==> src/rtl/sibling_path_streamer_pkg.sv <==
// ---------------------------------------------------------------------------
// sibling_path_streamer_pkg
// Shared definitions for the sibling-path streamer:
//   - D_HYPERCUBE : number of sibling seeds (one per tree level)
//   - state_t     : streamer FSM states (IDLE=0, READ=1, DRAIN=2, DONE=3)
//   - lambda_of() : security level -> LAMBDA (seed width) for "L1"/"L3"/"L5"
// ---------------------------------------------------------------------------
package sibling_path_streamer_pkg;

   localparam int D_HYPERCUBE = 8;
   localparam int WORD_W      = 32;

   typedef enum logic [1:0] {
      IDLE  = 2'd0,
      READ  = 2'd1,
      DRAIN = 2'd2,
      DONE  = 2'd3
   } state_t;

   // Parameter set is a two-character tag packed into 16 bits.
   function automatic int lambda_of(input logic [15:0] ps);
      int lambda;
      lambda = 128;
      if (ps == "L3") lambda = 192;
      if (ps == "L5") lambda = 256;
      return lambda;
   endfunction

endpackage

==> src/rtl/sibling_path_fifo2.sv <==
// ---------------------------------------------------------------------------
// sibling_path_fifo2
// Two-entry synchronous FIFO with a registered head (dout is the head
// register itself). Absorbs the one-cycle memory read latency.
// Ports:
//   clk, rst_n   clock, asynchronous active-low reset (flushes the FIFO)
//   push, din    write strobe / data (ignored when full without a pop)
//   pop          remove head (ignored when empty)
//   dout         head entry
//   full, empty  status flags
//   count        number of stored entries (0..2)
// Simultaneous push and pop keeps the count and preserves order.
// ---------------------------------------------------------------------------
module sibling_path_fifo2 #(
   parameter int WIDTH = 32
) (
   input  logic             clk,
   input  logic             rst_n,
   input  logic             push,
   input  logic             pop,
   input  logic [WIDTH-1:0] din,
   output logic [WIDTH-1:0] dout,
   output logic             full,
   output logic             empty,
   output logic [1:0]       count
);

   logic [WIDTH-1:0] head_reg;
   logic [WIDTH-1:0] tail_reg;
   logic [1:0]       count_reg;
   logic             push_ok;
   logic             pop_ok;

   assign pop_ok  = pop && (count_reg != 2'd0);
   assign push_ok = push && ((count_reg != 2'd2) || pop_ok);

   always_ff @(posedge clk or negedge rst_n) begin
      if (!rst_n) begin
         head_reg  <= '0;
         tail_reg  <= '0;
         count_reg <= 2'd0;
      end else begin
         case ({push_ok, pop_ok})
            2'b10: begin
               if (count_reg == 2'd0) head_reg <= din;
               else                   tail_reg <= din;
               count_reg <= count_reg + 2'd1;
            end
            2'b01: begin
               head_reg  <= tail_reg;
               count_reg <= count_reg - 2'd1;
            end
            2'b11: begin
               // With one entry the new word becomes the head directly;
               // with two, the tail moves up and the new word queues behind.
               if (count_reg == 2'd2) begin
                  head_reg <= tail_reg;
                  tail_reg <= din;
               end else begin
                  head_reg <= din;
               end
            end
            default: ;
         endcase
      end
   end

   assign dout  = head_reg;
   assign full  = (count_reg == 2'd2);
   assign empty = (count_reg == 2'd0);
   assign count = count_reg;

endmodule

==> src/rtl/sibling_path_streamer.sv <==
// ---------------------------------------------------------------------------
// sibling_path_streamer
// Reads the D_HYPERCUBE sibling seeds back out of the tree-seed memory
// (addr = level*WORDS_PER_SEED + word, ascending 0..N_WORDS-1) and streams
// them as 32-bit words over a valid/ready port.
// Optional feature macro: SIBLING_PATH_LAST_EN adds o_data_last, high with
// the final word of every seed.
// Ports:
//   i_clk, i_rst_n     clock, asynchronous active-low reset
//   i_start            one-cycle start pulse (ignored unless idle)
//   o_busy             high while a stream is in progress (incl. done cycle)
//   o_done             one-cycle pulse after the final word is accepted
//   o_mem_addr         memory read address (holds last issued address)
//   o_mem_rd_en        memory read strobe
//   i_mem_q            read data, valid one cycle after o_mem_rd_en
//   o_data, o_data_valid, i_data_ready   output stream
//   o_data_last        seed boundary flag (SIBLING_PATH_LAST_EN only)
// ---------------------------------------------------------------------------
module sibling_path_streamer
   import sibling_path_streamer_pkg::*;
#(
   parameter  logic [15:0] PARAMETER_SET  = "L1",
   localparam int          SEED_SIZE      = lambda_of(PARAMETER_SET),
   localparam int          WORDS_PER_SEED = SEED_SIZE / WORD_W,
   localparam int          N_WORDS        = D_HYPERCUBE * WORDS_PER_SEED,
   localparam int          ADDR_W         = $clog2(N_WORDS)
) (
   input  logic              i_clk,
   input  logic              i_rst_n,
   input  logic              i_start,
   output logic              o_busy,
   output logic              o_done,
   output logic [ADDR_W-1:0] o_mem_addr,
   output logic              o_mem_rd_en,
   input  logic [31:0]       i_mem_q,
   output logic [31:0]       o_data,
   output logic              o_data_valid,
   input  logic              i_data_ready
`ifdef SIBLING_PATH_LAST_EN
   ,
   output logic              o_data_last
`endif
);

   localparam int                CNT_W     = ADDR_W + 1;
   localparam logic [CNT_W-1:0]  N_WORDS_C = CNT_W'(N_WORDS);
   localparam logic [CNT_W-1:0]  LAST_C    = CNT_W'(N_WORDS - 1);
`ifdef SIBLING_PATH_LAST_EN
   localparam int                FIFO_W    = 33;
   localparam int                WI_W      = $clog2(WORDS_PER_SEED);
   localparam logic [WI_W-1:0]   LAST_WI   = WI_W'(WORDS_PER_SEED - 1);
`else
   localparam int                FIFO_W    = 32;
`endif

   state_t              state_reg, state_next;
   logic [CNT_W-1:0]    rd_cnt_reg;
   logic [CNT_W-1:0]    wr_cnt_reg;
   logic                inflight_reg;
   logic [ADDR_W-1:0]   addr_hold_reg;
   logic                rd_en;
   logic                has_room;
   logic                start_ok;

   logic                fifo_push;
   logic                fifo_pop;
   logic [FIFO_W-1:0]   fifo_din;
   logic [FIFO_W-1:0]   fifo_dout;
   logic                fifo_full;
   logic                fifo_empty;
   logic [1:0]          fifo_count;

   assign start_ok = (state_reg == IDLE) && i_start;

   // A read may be issued when, after this cycle's pop, the FIFO entries
   // plus the read already in flight leave space for one more word. Taking
   // the pop into account is what sustains one word per cycle.
   assign has_room = fifo_full ? (fifo_pop && !inflight_reg)
                               : ((fifo_count == 2'd0) || fifo_pop || !inflight_reg);
   assign rd_en    = (state_reg == READ) && (rd_cnt_reg < N_WORDS_C) && has_room;

   assign fifo_push = inflight_reg;
   assign fifo_pop  = !fifo_empty && i_data_ready;

   always_comb begin
      state_next = state_reg;
      o_busy     = 1'b0;
      o_done     = 1'b0;
      case (state_reg)
         IDLE: begin
            if (i_start) state_next = READ;
         end
         READ: begin
            o_busy = 1'b1;
            if (rd_en && (rd_cnt_reg == LAST_C)) state_next = DRAIN;
         end
         DRAIN: begin
            o_busy = 1'b1;
            // All reads are issued; the stream ends when the last word leaves.
            if (fifo_pop && (wr_cnt_reg == LAST_C)) state_next = DONE;
         end
         DONE: begin
            o_busy     = 1'b1;
            o_done     = 1'b1;
            state_next = IDLE;
         end
         default: state_next = IDLE;
      endcase
   end

   always_ff @(posedge i_clk or negedge i_rst_n) begin
      if (!i_rst_n) begin
         state_reg     <= IDLE;
         rd_cnt_reg    <= '0;
         wr_cnt_reg    <= '0;
         inflight_reg  <= 1'b0;
         addr_hold_reg <= '0;
      end else begin
         state_reg    <= state_next;
         inflight_reg <= rd_en;
         if (start_ok) begin
            rd_cnt_reg    <= '0;
            wr_cnt_reg    <= '0;
            addr_hold_reg <= '0;
         end else begin
            if (rd_en) begin
               rd_cnt_reg    <= rd_cnt_reg + 1'b1;
               addr_hold_reg <= rd_cnt_reg[ADDR_W-1:0];
            end
            if (fifo_pop) wr_cnt_reg <= wr_cnt_reg + 1'b1;
         end
      end
   end

   // Address follows the read counter while reading, then holds the last
   // issued address so a stalled stream shows where it stopped.
   assign o_mem_addr  = rd_en ? rd_cnt_reg[ADDR_W-1:0] : addr_hold_reg;
   assign o_mem_rd_en = rd_en;

`ifdef SIBLING_PATH_LAST_EN
   logic [WI_W-1:0] word_idx_reg;
   logic            last_pipe_reg;

   // Seed-boundary flag travels alongside the read so it lands in the FIFO
   // in the same cycle as its data word.
   always_ff @(posedge i_clk or negedge i_rst_n) begin
      if (!i_rst_n) begin
         word_idx_reg  <= '0;
         last_pipe_reg <= 1'b0;
      end else begin
         last_pipe_reg <= rd_en && (word_idx_reg == LAST_WI);
         if (start_ok) begin
            word_idx_reg <= '0;
         end else if (rd_en) begin
            word_idx_reg <= (word_idx_reg == LAST_WI) ? '0 : word_idx_reg + 1'b1;
         end
      end
   end

   assign fifo_din    = {last_pipe_reg, i_mem_q};
   assign o_data_last = fifo_dout[32] && !fifo_empty;
`else
   assign fifo_din    = i_mem_q;
`endif

   sibling_path_fifo2 #(
      .WIDTH (FIFO_W)
   ) u_fifo (
      .clk   (i_clk),
      .rst_n (i_rst_n),
      .push  (fifo_push),
      .pop   (fifo_pop),
      .din   (fifo_din),
      .dout  (fifo_dout),
      .full  (fifo_full),
      .empty (fifo_empty),
      .count (fifo_count)
   );

   assign o_data       = fifo_dout[31:0];
   assign o_data_valid = !fifo_empty;

endmodule

==> config.mk <==
export PLATFORM = sky130hd
export DESIGN_NAME = sibling_path_streamer
export DESIGN_NICKNAME = d
export VERILOG_FILES = /design/src/rtl/sibling_path_streamer_pkg.sv /design/src/rtl/sibling_path_fifo2.sv /design/src/rtl/sibling_path_streamer.sv
export SDC_FILE = /design/constraint.sdc
export NUM_CORES = 1
export LEC_CHECK = 0
export ABC_AREA = 1
export BUFFER_PORTS_ARGS = -buffer_cell sky130_fd_sc_hd__buf_4
export CORE_ASPECT_RATIO = 1.1
export CORE_MARGIN = 1.5
export CORE_UTILIZATION = 59
export DETAILED_ROUTE_END_ITERATION = 16
export GPL_TIMING_DRIVEN = 0
export PLACE_DENSITY_LB_ADDON = 0.25
export SYNTH_ARGS = -nofsm -noshare
export SYNTH_HDL_FRONTEND = slang
export SYNTH_SLANG_ARGS = --single-unit
==> constraint.sdc <==
create_clock -name i_clk -period 3.94 [get_ports i_clk]
set_input_delay 0.788 -clock i_clk [delete_from_list [all_inputs] [get_ports i_clk]]
set_output_delay 0.788 -clock i_clk [all_outputs]
set_load 0.02 [all_outputs]
Word-level counts from Yosys, hierarchy flattened
Cells that the tools add are included.
{"block": "totals", "reg_bits": 86, "output_inout_bits": 41, "wordCells": 75}
{"block": "op_classes", "n_addsub": 4, "order_cmp": 1, "n_eq_ne": 16, "mux": 20, "reduce_logical": 26}
{"op": "2-to-1 mux 32 bit", "n": 4}
{"op": "case mux 32 bit (3 select lines)", "n": 1}
{"op": "case mux 32 bit (2 select lines)", "n": 1}
{"op": "2-to-1 mux 6 bit", "n": 4}
{"op": "adder 6 x 1 -> 6 bit (second input constant)", "n": 2}
{"op": "== test 6 x 5 -> 1 bit (second input constant)", "n": 2}
{"op": "inequality test 2 bit (second input constant)", "n": 6}
{"op": "== test 2 bit (second input constant)", "n": 5}
{"op": "2-to-1 mux 5 bit", "n": 2}
{"op": "nonzero test 2 bit", "n": 5}
{"op": "logical AND 1 bit", "n": 9}
{"op": "case mux 2 bit (4 select lines)", "n": 1}
{"op": "less-than comparator 6 bit (second input constant)", "n": 1}
{"op": "2-to-1 mux 2 bit", "n": 3}
{"op": "AND reduction 3 bit", "n": 2}
{"op": "== test 2 x 1 -> 1 bit (second input constant)", "n": 2}
{"op": "logical NOT 2 bit", "n": 2}
{"op": "case mux 2 bit (2 select lines)", "n": 1}
{"op": "logical OR 1 bit", "n": 3}
{"op": "2-to-1 mux 1 bit", "n": 3}
{"op": "nonzero test 3 bit", "n": 1}
{"op": "OR reduction 3 bit", "n": 1}
{"op": "adder 2 x 1 -> 2 bit (second input constant)", "n": 1}
{"op": "logical NOT 1 bit", "n": 2}
{"op": "other kinds (3)", "n": 3}

Longest topological paths before layout
Gate-level depths: netlist of the first run.
{"block": "depth", "depth_word": 10, "mapped_depth": 9}

Cells and area by module
Synthesis of the first run repeated with hierarchy kept, for this count alone.
{"block": "hier_totals", "cells_unflattened": 582, "hier_area_um2": 4361.7}
{"module": "sibling_path_fifo2", "instances": 1, "cells_per_inst": 438, "area_per_inst_um2": 3253.1, "seq_area_each_um2": 1651.6}
{"module": "sibling_path_streamer", "instances": 1, "cells_per_inst": 144, "area_per_inst_um2": 1108.6, "seq_area_each_um2": 500.5}

Least setup slack after synthesis of the first run
OpenSTA, ideal clock, no wires.
{"block": "synth_path", "kind": "input to output", "start": "input port i_data_ready", "end": "output port o_mem_addr[3]", "t_arrival_ns": 1.573, "required_time_ns": 3.152, "path_slack_ns": 1.579, "path_stages": 6, "path_buffers": 1, "path_cell_list": "nor2_1 nor2_1 nand2_1 buf_2 o21ai_0 inv_1"}
{"block": "synth_via", "elab_chain_len": 6, "word_cells_on_any_way": 7, "cone_classes": "mux: 2; reduce/logical: 5"}
{"element": "from (decl)", "line_no": "sibling_path_streamer.sv:38", "rtl": "input logic i_data_ready"}
{"element": "logical AND 1 bit (*)", "line_no": "sibling_path_streamer.sv:83", "rtl": "assign fifo_pop = !fifo_empty && i_data_ready;"}
{"element": "logical OR 1 bit (2 in series)", "line_no": "sibling_path_streamer.sv:79", "rtl": ": ((fifo_count == 2'd0) || fifo_pop || !inflight_reg);"}
{"element": "2-to-1 mux 1 bit (*)", "line_no": "sibling_path_streamer.sv:78", "rtl": "assign has_room = fifo_full ? (fifo_pop && !inflight_reg)"}
{"element": "logical AND 1 bit (*)", "line_no": "sibling_path_streamer.sv:80", "rtl": "assign rd_en = (state_reg == READ) && (rd_cnt_reg < N_WORDS_C) && has_room;"}
{"element": "2-to-1 mux 5 bit (*)"}
{"element": "to (decl)", "line_no": "sibling_path_streamer.sv:33", "rtl": "output logic [ADDR_W-1:0] o_mem_addr,"}
Mark *: on every way between the ends. The rest lies on a longest branch, timed or not.

Worst setup path after layout of the first run
{"block": "layout_path", "start": "register state_reg[1]", "end": "output port o_mem_addr[3]"}
{"block": "layout_via", "elab_chain_len": 4}
{"element": "from (decl)", "line_no": "sibling_path_streamer.sv:56", "rtl": "state_t state_reg, state_next;"}
{"element": "from (signal assigned)", "line_no": "sibling_path_streamer.sv:119", "rtl": "state_reg <= state_next;"}
{"element": "== test 2 x 1 -> 1 bit", "line_no": "sibling_path_streamer.sv:80"}
{"element": "logical AND 1 bit (2 in series)", "line_no": "sibling_path_streamer.sv:80"}
{"element": "2-to-1 mux 5 bit"}
Every way passes these cells.

==> impl_results.md, run 1 <==
* Total power draw at 0.00416 W
* Most area-hungry cell type in the Yosys netlist: dfrtp_1
* GP Congestion at 0.805
* CP max FO at 10
* Dpl cell area at 4570 um^2
* Worst path cell trace: inv_1 -> ha_1 -> nand2_1 -> nor2_1 -> nand2_1 -> buf_2 -> o21ai_0 -> inv_1 -> buf_4
* P&R area growth vs syn at 22.5%
* Synth Flop Type: dfrtp_1
* Die Ht at 88.2 um
* Crit path capture type: output port
* Final Cycle Share at 72.8%
* Routed WL at 9110 um
* HP Class: reg2reg
* H-tree levels at 3
* Post-CTS Setup Repair Bufs at 0
* Post-synth top cells: dfrtp_1 (86), nand3_1 (76), nand2_1 (73)
* VDD IR max at 550 uV
* GRT Residual Overflow at 0
* Sequential share of power at 36.2%
* Pre-CTS WS at 1.23 ns
* DR DRC count at 0
* Origin of the critical flop-to-flop path: u_fifo.count[0]
* Sw Ratio at 42.7%
* Initial antenna violation count at 0
* CTS hold repair buffers at 0
* FP Rows at 30
* Synth top area share at 55.2%
* Worst-Skew Late Latency at 0.36 ns
* Routed length per placed instance at 14.9 um
* Vias/cell at 5.59
* Part of the power in the clock network at 15.5%
* Initial Utilization at 62.2%
* Setup CP Type: reg2out
* Antenna cells at 0
* Leakage power at 2.32 nW
* CP required at 3.15 ns
* Net Sw Power at 0.00178 W
* Final Hold Viols at 0
* Root Buffer: clkbuf_8
* Clk pin slew, worst setup/hold paths at 0.09 ns
* Share of cells above drive strength 1 at 21.5%
* CP Launch Type: register
* Syn_nets at 481
* Number of max-cap violations at 0
* Number of DRC violations after detailed-routing iteration 0 at 235
* Capture point of the worst path: o_mem_addr[3]
* Gate power share at 48.3%
* Post-layout instance area at 4770 um^2
* R2R Path End: u_fifo.dout[26]
* Cell at the slowest stage of the critical path: dfrtp_1
* Min Tclk post-route at 2.87 ns
* Register area share after synthesis at 55.2%
* Unrepaired setup endpoints after global routing: false
* Synth Area per Inst at 8.90 um^2
* Crit path from: state_reg[1]
* Crit path largest cell delay at 0.43 ns
* Total GRT Usage at 28.2%
* CTS tree: yes
* Final Skew at 0.0117 ns
* First drt pass iteration count at 4
* R2R depth at 7
* IO buf count at 76
* Top-count cell post-synth: dfrtp_1
* Ranking of synthesized cells by area: dfrtp_1 (55%), nand3_1 (9.8%), nand2_1 (7.0%)
* Mapped Cells at 438
* Total CTS buffers at 9
* CTS Sinks at 86
* WP data arrival at 2.08 ns
* I/O pins at 77
* Async SR Flop Fraction at 100%
* Post-synth EDFFs at 0
* Nets at 568
* Pwr/cell area at 872 nW/um^2
* Pint at 0.00239 W
* TNS Setup at 0 ns
* Max_slew headroom at 29.4%
* Global-route wire length before repair at 15,400 um
* Status: finished clean
* Yosys reg bits at 86
* Transition time of the tightest slew-check pin at 1.06 ns
* Synth warn at 0
* # setup viols final at 0
* ANT nets after route at 0
* Reg-to-reg slack, setup at 2.16 ns
* Largest net degree at the start of global routing at 87
* Fmax achieved at 0.349 GHz
* Max Root-Sink Buffers at 2
* CTS resizes at 0
* Distinct cell type count after synthesis at 23
* Setup WS post-layout at 1.07 ns
* Routed vias at 3,409
* Core Region at 6270 um^2
* Fin. max-slew vios at 0
* Width of the die at 80.5 um
* Vias in the first global route at 3,425
* Post-Syn Area at 3900 um^2
* Full die area at 7100 um^2
* DPL Wire Length at 6220 um
==> routing by layer <==
layer	part of all wire, %	GRT usage (%)	up-vias
li1	-	-	1640
met1	43	36.9	1638
met2	49	46.0	114
met3	5.8	4.74	17
met4	2.3	14.1	0
met5	0	0	-
==> kinds of logic (layout without fill, tap and decap cells) <==
family	after synthesis	count (layout)	share of synthesized area, %
compound gates	89	89	14.0
flops	86	86	55.2
xor+xnor	3	3	0.674
simple gates	173	173	19.6
buf+inv	80	172	8.28
fa+ha+maj	7	7	2.25
==> worst min-delay path by stage <==
| stage | start | to | slack (ns) | cells after the start |
|---|---|---|---|---|
| floorplan | wr_cnt_reg[4] | wr_cnt_reg[4] | 0.46 | 1 |
| global placement | wr_cnt_reg[4] | wr_cnt_reg[4] | 0.48 | 1 |
| detailed placement | wr_cnt_reg[4] | wr_cnt_reg[4] | 0.50 | 1 |
| CTS | wr_cnt_reg[4] | wr_cnt_reg[4] | 0.52 | 1 |
| global route | u_fifo.tail_reg[3] | u_fifo.tail_reg[3] | 0.54 | 2 |
| finish | wr_cnt_reg[4] | wr_cnt_reg[4] | 0.51 | 1 |
==> final cells by class <==
class                      count  area (um^2)
buffer                        25          116
clock buffer                  10          138
clock inverter                 6         68.8
fill                         450         1490
inverter                      55          206
multi-input combinational    272         1420
sequential                    86         2150
tap                           80          100
timing repair buffer          76          571
==> power by group through the flow <==
| stage | combinational [W] | sequential (W) | clock, W |
|---|---|---|---|
| global route | 0.00223 | 0.00155 | 0.000684 |
| detailed placement | 0.00202 | 0.00152 | 0 |
| finish | 0.00201 | 0.00151 | 0.000644 |
| CTS | 0.00203 | 0.00151 | 0.000648 |
| floorplan | 0.00112 | 0.00169 | 0 |
| global placement | 0.00194 | 0.00151 | 0 |
==> per-stage QoR <==
stage	cells	hold WS, ns	utilization (%)
3_3_place_gp	594	0.477	72.9
2_1_floorplan	438	0.456	-
4_1_cts	610	0.515	76.2
3_5_place_dp	594	0.502	72.9
5_1_grt	610	0.545	76.2
6_report	610	0.513	76.2
==> layout by cell type, fill, tap and decap left out, types with 6 or more instances in the layout <==
| cell | Yosys | routed |
|---|---|---|
| ha_1 | 7 | 7 |
| inv_1 | 54 | 54 |
| a21oi_1 | 10 | 10 |
| o211ai_1 | 32 | 32 |
| nor2_1 | 17 | 17 |
| buf_2 | 18 | 18 |
| clkbuf_1 | 6 | 6 |
| o21ai_1 | 30 | 30 |
| clkbuf_8 | 0 | 10 |
| nand3_1 | 76 | 76 |
| buf_4 | 0 | 76 |
| dfrtp_1 | 86 | 86 |
| o21ai_0 | 14 | 14 |
| nand2_1 | 73 | 73 |
==> worst max-delay path, delay by kind of cell (launching register included) <==
kind / cells / cell delay [ns]
simple gates: 3 / 0.34
compound gates: 1 / 0.22
buf+inv: 4 / 0.56
fa+ha+maj: 1 / 0.18
flops: 1 / 0.43
(Power assumes the default switching activity.)
==> inputs of run 2 (changes only) <==
ABC_AREA = 0   (was 1)
CORE_UTILIZATION = 54   (was 59)
clock period = 2.9 ns   (was 3.94 ns; I/O delays follow)
==> run 2 against run 1 <==
Cell area shrank 3.1%. Register-to-register slack worse by 1.2 ns. Cell count down 19%. Sequential share of layout area increased by 1.4 points. Clock skew grew 0.0014 ns. Critical path depth decreased by 3. Non-clock buffer count down 11. Sequential cell count did not move. Combinational power grew 13%. Worst hold slack worse by 0.12 ns. Critical endpoint is now o_mem_addr[4].
==> impl_results.md, run 2 <==
* GP Congestion at 0.755 (-6.2%)
* Post-synth top cells: dfrtp_1 (86), nand2_1 (68), a22oi_1 (32)
* Global-route wire length before repair at 12,600 um (-18%)
* Most area-hungry cell type in the Yosys netlist: dfrtp_1
* Root Buffer: clkbuf_8
* Distinct cell type count after synthesis at 39 (+70%)
* GRT Residual Overflow at 0 (unchanged)
* Transition time of the tightest slew-check pin at 1.07 ns (+0.00953 ns)
* Syn_nets at 362 (-25%)
* Commonest cells after routing, fill and taps aside: dfrtp_1 (86), buf_4 (77), nand2_1 (68)
* Async SR Flop Fraction at 100% (unchanged)
* CP max FO at 9 (-1)
* Final Skew at 0.0131 ns (+0.00143 ns)
* Fin. max-slew vios at 0 (unchanged)
* FP Rows at 31 (+3.3%)
* CTS Sinks at 86 (unchanged)
* Clk pin slew, worst setup/hold paths at 0.09 ns (about the same)
* Share of cells above drive strength 1 at 33.8% (+12 points)
* Cell at the slowest stage of the critical path: dfrtp_1
* Synth Area per Inst at 11.8 um^2 (+32%)
* Synth Flop Type: dfrtp_1
* Yosys reg bits at 86 (unchanged)
* Delay-heaviest family, CP: simple AND/OR/NAND/NOR gates
* Leakage power at 2.28 nW (-1.7%)
* Die Ht at 90.5 um (+2.6%)
* Critical Path Stages at 6 (-3)
* Fmax achieved at 0.363 GHz
* CP Launch Type: register
* Vias/cell at 5.39 (-3.5%)
* Post-synth EDFFs at 0 (unchanged)
* Ranking of synthesized cells by area: dfrtp_1 (57%), mux2_2 (7.2%), nand2_1 (6.8%)
* CTS hold repair buffers at 0 (unchanged)
* Routed length per placed instance at 15.0 um (+0.19%)
* P&R area growth vs syn at 23.0%
* Final Hold Viols at 0 (unchanged)
* TNS Setup at 0 ns (unchanged)
* Total GRT Usage at 21.9% (-6.3 points)
* Number of DRC violations after detailed-routing iteration 0 at 150 (-36%)
* DR DRC count at 0 (unchanged)
* Unrepaired setup endpoints after global routing: false
* Worst path cell trace: inv_1 -> ha_1 -> nand2b_1 -> nor2_8 -> mux2_4 -> buf_4
* Full die area at 7480 um^2 (+5.2%)
* CP required at 2.32 ns (-0.83 ns)
* Initial Utilization at 56.4% (-5.8 points)
* WP buf/inv at 2 (-2)
* Most common cell after layout, fill and taps aside: dfrtp_1
* Pwr/cell area at 1110 nW/um^2 (+27%)
* Max Root-Sink Buffers at 2 (unchanged)
* Width of the die at 82.6 um (+2.6%)
* Crit path largest cell delay at 0.43 ns (about the same)
* Max_slew headroom at 28.7% (-0.64 points)
* CTS tree: yes
* Total CTS buffers at 9 (unchanged)
* Fin util at 69.4% (-6.8 points)
* Nets at 449 (-21%)
* Antenna cells at 0 (unchanged)
* Initial antenna violation count at 0 (unchanged)
* Setup CP Type: reg2out
* Routed WL at 7380 um (-19%)
* Largest net degree at the start of global routing at 87 (unchanged)
* DPL Wire Length at 4890 um (-21%)
* First drt pass iteration count at 4 (unchanged)
* Min Tclk post-route at 2.76 ns
* Vias in the first global route at 2,757 (-20%)
* VDD IR max at 580 uV (+5.5%)
* CTS resizes at 0 (unchanged)
* ANT nets after route at 0 (unchanged)
* HP Class: in2async
* Register area share after synthesis at 57.2% (+2.0 points)
* R2R depth at 6 (-1)
* Routed vias at 2,658 (-22%)
* # setup viols final at 0 (unchanged)
* WP data arrival at 2.18 ns (+0.10 ns)
* Crit path capture type: output port
* Mapped Cells at 319 (-27%)
* Synth warn at 0 (unchanged)
* Status: finished clean
* Top-count cell post-synth: dfrtp_1
* Post-CTS Setup Repair Bufs at 0 (unchanged)
* Fillers at 500 (+11%)
* I/O pins at 77 (unchanged)
* Number of max-cap violations at 0 (unchanged)
* IO buf count at 76 (unchanged)
* Core Region at 6670 um^2 (+6.4%)
* Synth top area share at 57.2% (+2.0 points)
* Final Cycle Share at 95.1%
* H-tree levels at 3 (unchanged)
* Worst-Skew Late Latency at 0.35 ns (about the same)
* Post-Syn Area at 3760 um^2 (-3.5%)
## run 2: cell count changes after synthesis, moves of 15 or more
cell      delta
o21ai_1     -28
o211ai_1    -32
inv_1       -49
nand3_1     -71
mux2_2      +24
a22oi_1     +32
buf_2       -15
## run 2: final timing paths
check                                        end             from  slack, ns
worst max register to register  addr_hold_reg[4]     state_reg[1]       0.98
worst min register to register   u_fifo.dout[13]  u_fifo.dout[13]       0.50
max in group asynchronous          wr_cnt_reg[5]          i_rst_n       1.78
worst min-delay path            addr_hold_reg[2]          i_rst_n       0.40
min in group i_clk              addr_hold_reg[3]          i_start       0.41
worst max-delay path               o_mem_addr[4]     state_reg[1]       0.14
## run 2: per-stage QoR
stage / total power, W / cell area, um^2 / std cells / worst slack [ns] / hold WS, ns
after CTS: 0.00519 / 4630 / 493 / 0.126 / 0.398
after global routing: 0.00552 / 4630 / 493 / 0.0410 / 0.397
after global placement: 0.00429 / 4430 / 477 / 0.534 / 0.474
after detailed placement: 0.00437 / 4430 / 477 / 0.538 / 0.481
final: 0.00514 / 4630 / 493 / 0.142 / 0.397
after floorplan: 0.00355 / 3760 / 319 / 0.742 / 0.284
## run 2: metal layers
| metal | vias to the layer above | GRT usage (%) | part of all wire [%] |
|---|---|---|---|
| met2 | 62 | 32.8 | 48 |
| met5 | - | 0 | 0 |
| met4 | 0 | 8.89 | 2.4 |
| met3 | 15 | 6.06 | 4.4 |
| li1 | 1276 | - | - |
| met1 | 1305 | 30.1 | 45 |
## run 2: cell type report
| class | instances | area (um^2) | share of cell area [%] |
|---|---|---|---|
| Buffer | 14 | 82.6 | 1.78 |
| Clock buffer | 11 | 151 | 3.27 |
| Clock inverter | 5 | 41.3 | 0.892 |
| Inverter | 5 | 18.8 | 0.406 |
| Multi-Input combinational cell | 214 | 1510 | 32.6 |
| Sequential cell | 86 | 2150 | 46.5 |
| Tap cell | 82 | 103 | 2.22 |
| Timing Repair Buffer | 76 | 571 | 12.3 |
## run 2: power breakdown
group	leakage [nW]	internal [W]	switching, W	total, W
logic	1.12	0.00104	0.00123	0.00227
registers	1.07	0.00174	0.000325	0.00206
clock network	0.0922	0.000364	0.000443	0.000808
## run 2: cells by family after synthesis
logic type / share of synthesized area [%]
muxes: 12.0
buffers and inverters: 2.69
and+or+nand+nor: 13.3
adders and majority gates: 2.33
AOI/OAI and AO/OA: 10.4
DFF: 57.2
xor gates and xnor gates: 2.10
==> inputs of run 3 (changes only) <==
PLACE_DENSITY = 0.79   (was unset)
PLACE_DENSITY_LB_ADDON = unset   (was 0.25)
==> run 3 against run 2 <==
Via count shrank 0.30%. First-iteration DRC count grew 2.0%. Cell area grew 0.81%. Die area is the same. Non-clock buffer count is the same. Sequential power is essentially flat. Combinational power is essentially flat. Clock power grew 17%. Largest power group unchanged. Largest cell class unchanged. Sequential cell count is the same. Register-to-register slack lost 0.02 ns.
==> impl_results.md, run 3 (synthesis gave the netlist of run 2 again) <==
* Leakage power at 2.30 nW (+0.74%)
* DPL Wire Length at 5100 um (+4.1%)
* Full die area at 7480 um^2 (unchanged)
* Fin. max-slew vios at 0 (unchanged)
* Transition time of the tightest slew-check pin at 1.05 ns (-0.0164 ns)
* Setup WS post-layout at 0.140 ns (-0.00195 ns)
* Vias/cell at 5.38 (-0.30%)
* Pre-CTS WS at 0.533 ns (-0.00475 ns)
* Sw Ratio at 38.0% (-0.91 points)
* Crit path capture type: output port
* Net Sw Power at 0.00202 W (+0.83%)
* H-tree levels at 3 (unchanged)
* DR DRC count at 0 (unchanged)
* HP Class: in2async
* Post-CTS Setup Repair Bufs at 0 (unchanged)
* # setup viols final at 0 (unchanged)
* Die Ht at 90.5 um (unchanged)
* TNS Setup at 0 ns (unchanged)
* GRT Residual Overflow at 0 (unchanged)
* CTS resizes at 0 (unchanged)
* Total power draw at 0.00531 W (+3.2%)
* Max Root-Sink Buffers at 2 (unchanged)
* Share of cells above drive strength 1 at 33.8% (unchanged)
* Initial Utilization at 56.4% (unchanged)
* Routed vias at 2,650 (-0.30%)
* Unrepaired setup endpoints after global routing: false
* Most common cell after layout, fill and taps aside: dfrtp_1
* Root Buffer: clkbuf_8
* Final Skew at 0.00997 ns (-0.00318 ns)
* Clk pin slew, worst setup/hold paths at 0.09 ns (about the same)
* P&R area growth vs syn at 24.0%
* CP required at 2.32 ns (about the same)
* Largest net degree at the start of global routing at 87 (unchanged)
* CTS Sinks at 86 (unchanged)
* Number of DRC violations after detailed-routing iteration 0 at 153 (+2.0%)
* Core Region at 6670 um^2 (unchanged)
* Initial antenna violation count at 0 (unchanged)
* Placed Cells at 477 (unchanged)
* Routed WL at 7570 um (+2.7%)
* First drt pass iteration count at 5 (+1)
* Total CTS buffers at 9 (unchanged)
* Worst-Skew Late Latency at 0.35 ns (about the same)
* Dpl cell area at 4430 um^2 (unchanged)
* FP Rows at 31 (unchanged)
* Routed length per placed instance at 15.4 um (+2.7%)
* Number of max-cap violations at 0 (unchanged)
* Width of the die at 82.6 um (unchanged)
* CP max FO at 9 (unchanged)
* Vias in the first global route at 2,700 (-2.1%)
* ANT nets after route at 0 (unchanged)
* Status: finished clean
* Min Tclk post-route at 2.76 ns (+0.00195 ns)
* IO buf count at 76 (unchanged)
* Non-filler cells, final at 493 (unchanged)
* WP data arrival at 2.18 ns (about the same)
* Sequential share of power at 39.0% (-1.1 points)
* Max_slew headroom at 29.8% (+1.1 points)
* I/O pins at 77 (unchanged)
* Final Cycle Share at 95.2% (about the same)
* Pwr/cell area at 1140 nW/um^2 (+2.4%)
* Part of the power in the clock network at 17.9% (+2.2 points)
* VDD IR max at 689 uV (+19%)
* GP Congestion at 0.798 (+5.8%)
* CTS tree: yes
* Gate power share at 43.1% (-1.1 points)
* Nets at 449 (unchanged)
* Global-route wire length before repair at 12,900 um (+2.6%)
* Pint at 0.00329 W (+4.8%)
* CP Launch Type: register
* Total GRT Usage at 22.8% (+0.89 points)
* Fmax achieved at 0.362 GHz (about the same)
* Setup CP Type: reg2out
* Antenna cells at 0 (unchanged)
* Post-layout instance area at 4660 um^2 (+0.81%)
* Commonest cells after routing, fill and taps aside: dfrtp_1 (86), buf_4 (77), nand2_1 (68)
* CTS hold repair buffers at 0 (unchanged)
* Final Hold Viols at 0 (unchanged)
[run 3: cell types whose count changed in the layout (fill, tap and decap cells not counted)]
cell       delta
bufinv_16     +2
clkbuf_8      -1
clkinv_4      -1
[run 3: worst paths after layout]
kind	from	slack (ns)	end	depth (start not counted)
max in group asynchronous	i_rst_n	1.82	u_fifo.tail_reg[9]	1
hold reg to reg	u_fifo.tail_reg[9]	0.50	u_fifo.tail_reg[9]	1
setup / recovery	state_reg[1]	0.14	o_mem_addr[0]	6
setup reg to reg	state_reg[1]	0.96	addr_hold_reg[0]	6
min in group i_clk	i_start	0.41	addr_hold_reg[3]	2
hold / removal	i_rst_n	0.40	u_fifo.dout[23]	1
[run 3: layout make-up]
class / count / area (um^2)
Inverter: 5 / 18.8
Timing Repair Buffer: 76 / 571
Clock buffer: 10 / 138
Sequential cell: 86 / 2150
Multi-Input combinational cell: 214 / 1510
Clock inverter: 6 / 92.6
Tap cell: 82 / 103
Buffer: 14 / 82.6
Fill cell: 509 / 2010
[run 3: power groups by stage]
stage / clock [W] / sequential (W) / combinational, W
floorplan: 0 / 0.00228 / 0.00128
CTS: 0.000965 / 0.00207 / 0.00232
global placement: 0 / 0.00205 / 0.00224
finish: 0.000949 / 0.00207 / 0.00229
global route: 0.00103 / 0.00213 / 0.00252
detailed placement: 0 / 0.00208 / 0.00231
[run 3: stage by stage]
stage          util, %  hold WS [ns]
2_1_floorplan        -         0.284
3_3_place_gp      66.5         0.474
3_5_place_dp      66.5         0.483
4_1_cts           69.9         0.400
5_1_grt           69.9         0.405
6_report          69.9         0.398
[run 3: worst max-delay path, cell delays in order (launching register included)]
cell	delay, ns
dfrtp_1	0.42
inv_1	0.12
ha_1	0.26
nand2b_1	0.26
nor2_8	0.28
mux2_4	0.33
buf_4	0.16
[run 3: metal layers]
metal	track usage [%]	up-vias	wire, um
met5	0	-	0
met4	9.31	0	114
met3	7.17	8	416
met2	33.8	70	3710
met1	31.0	1298	3330
li1	-	1274	-
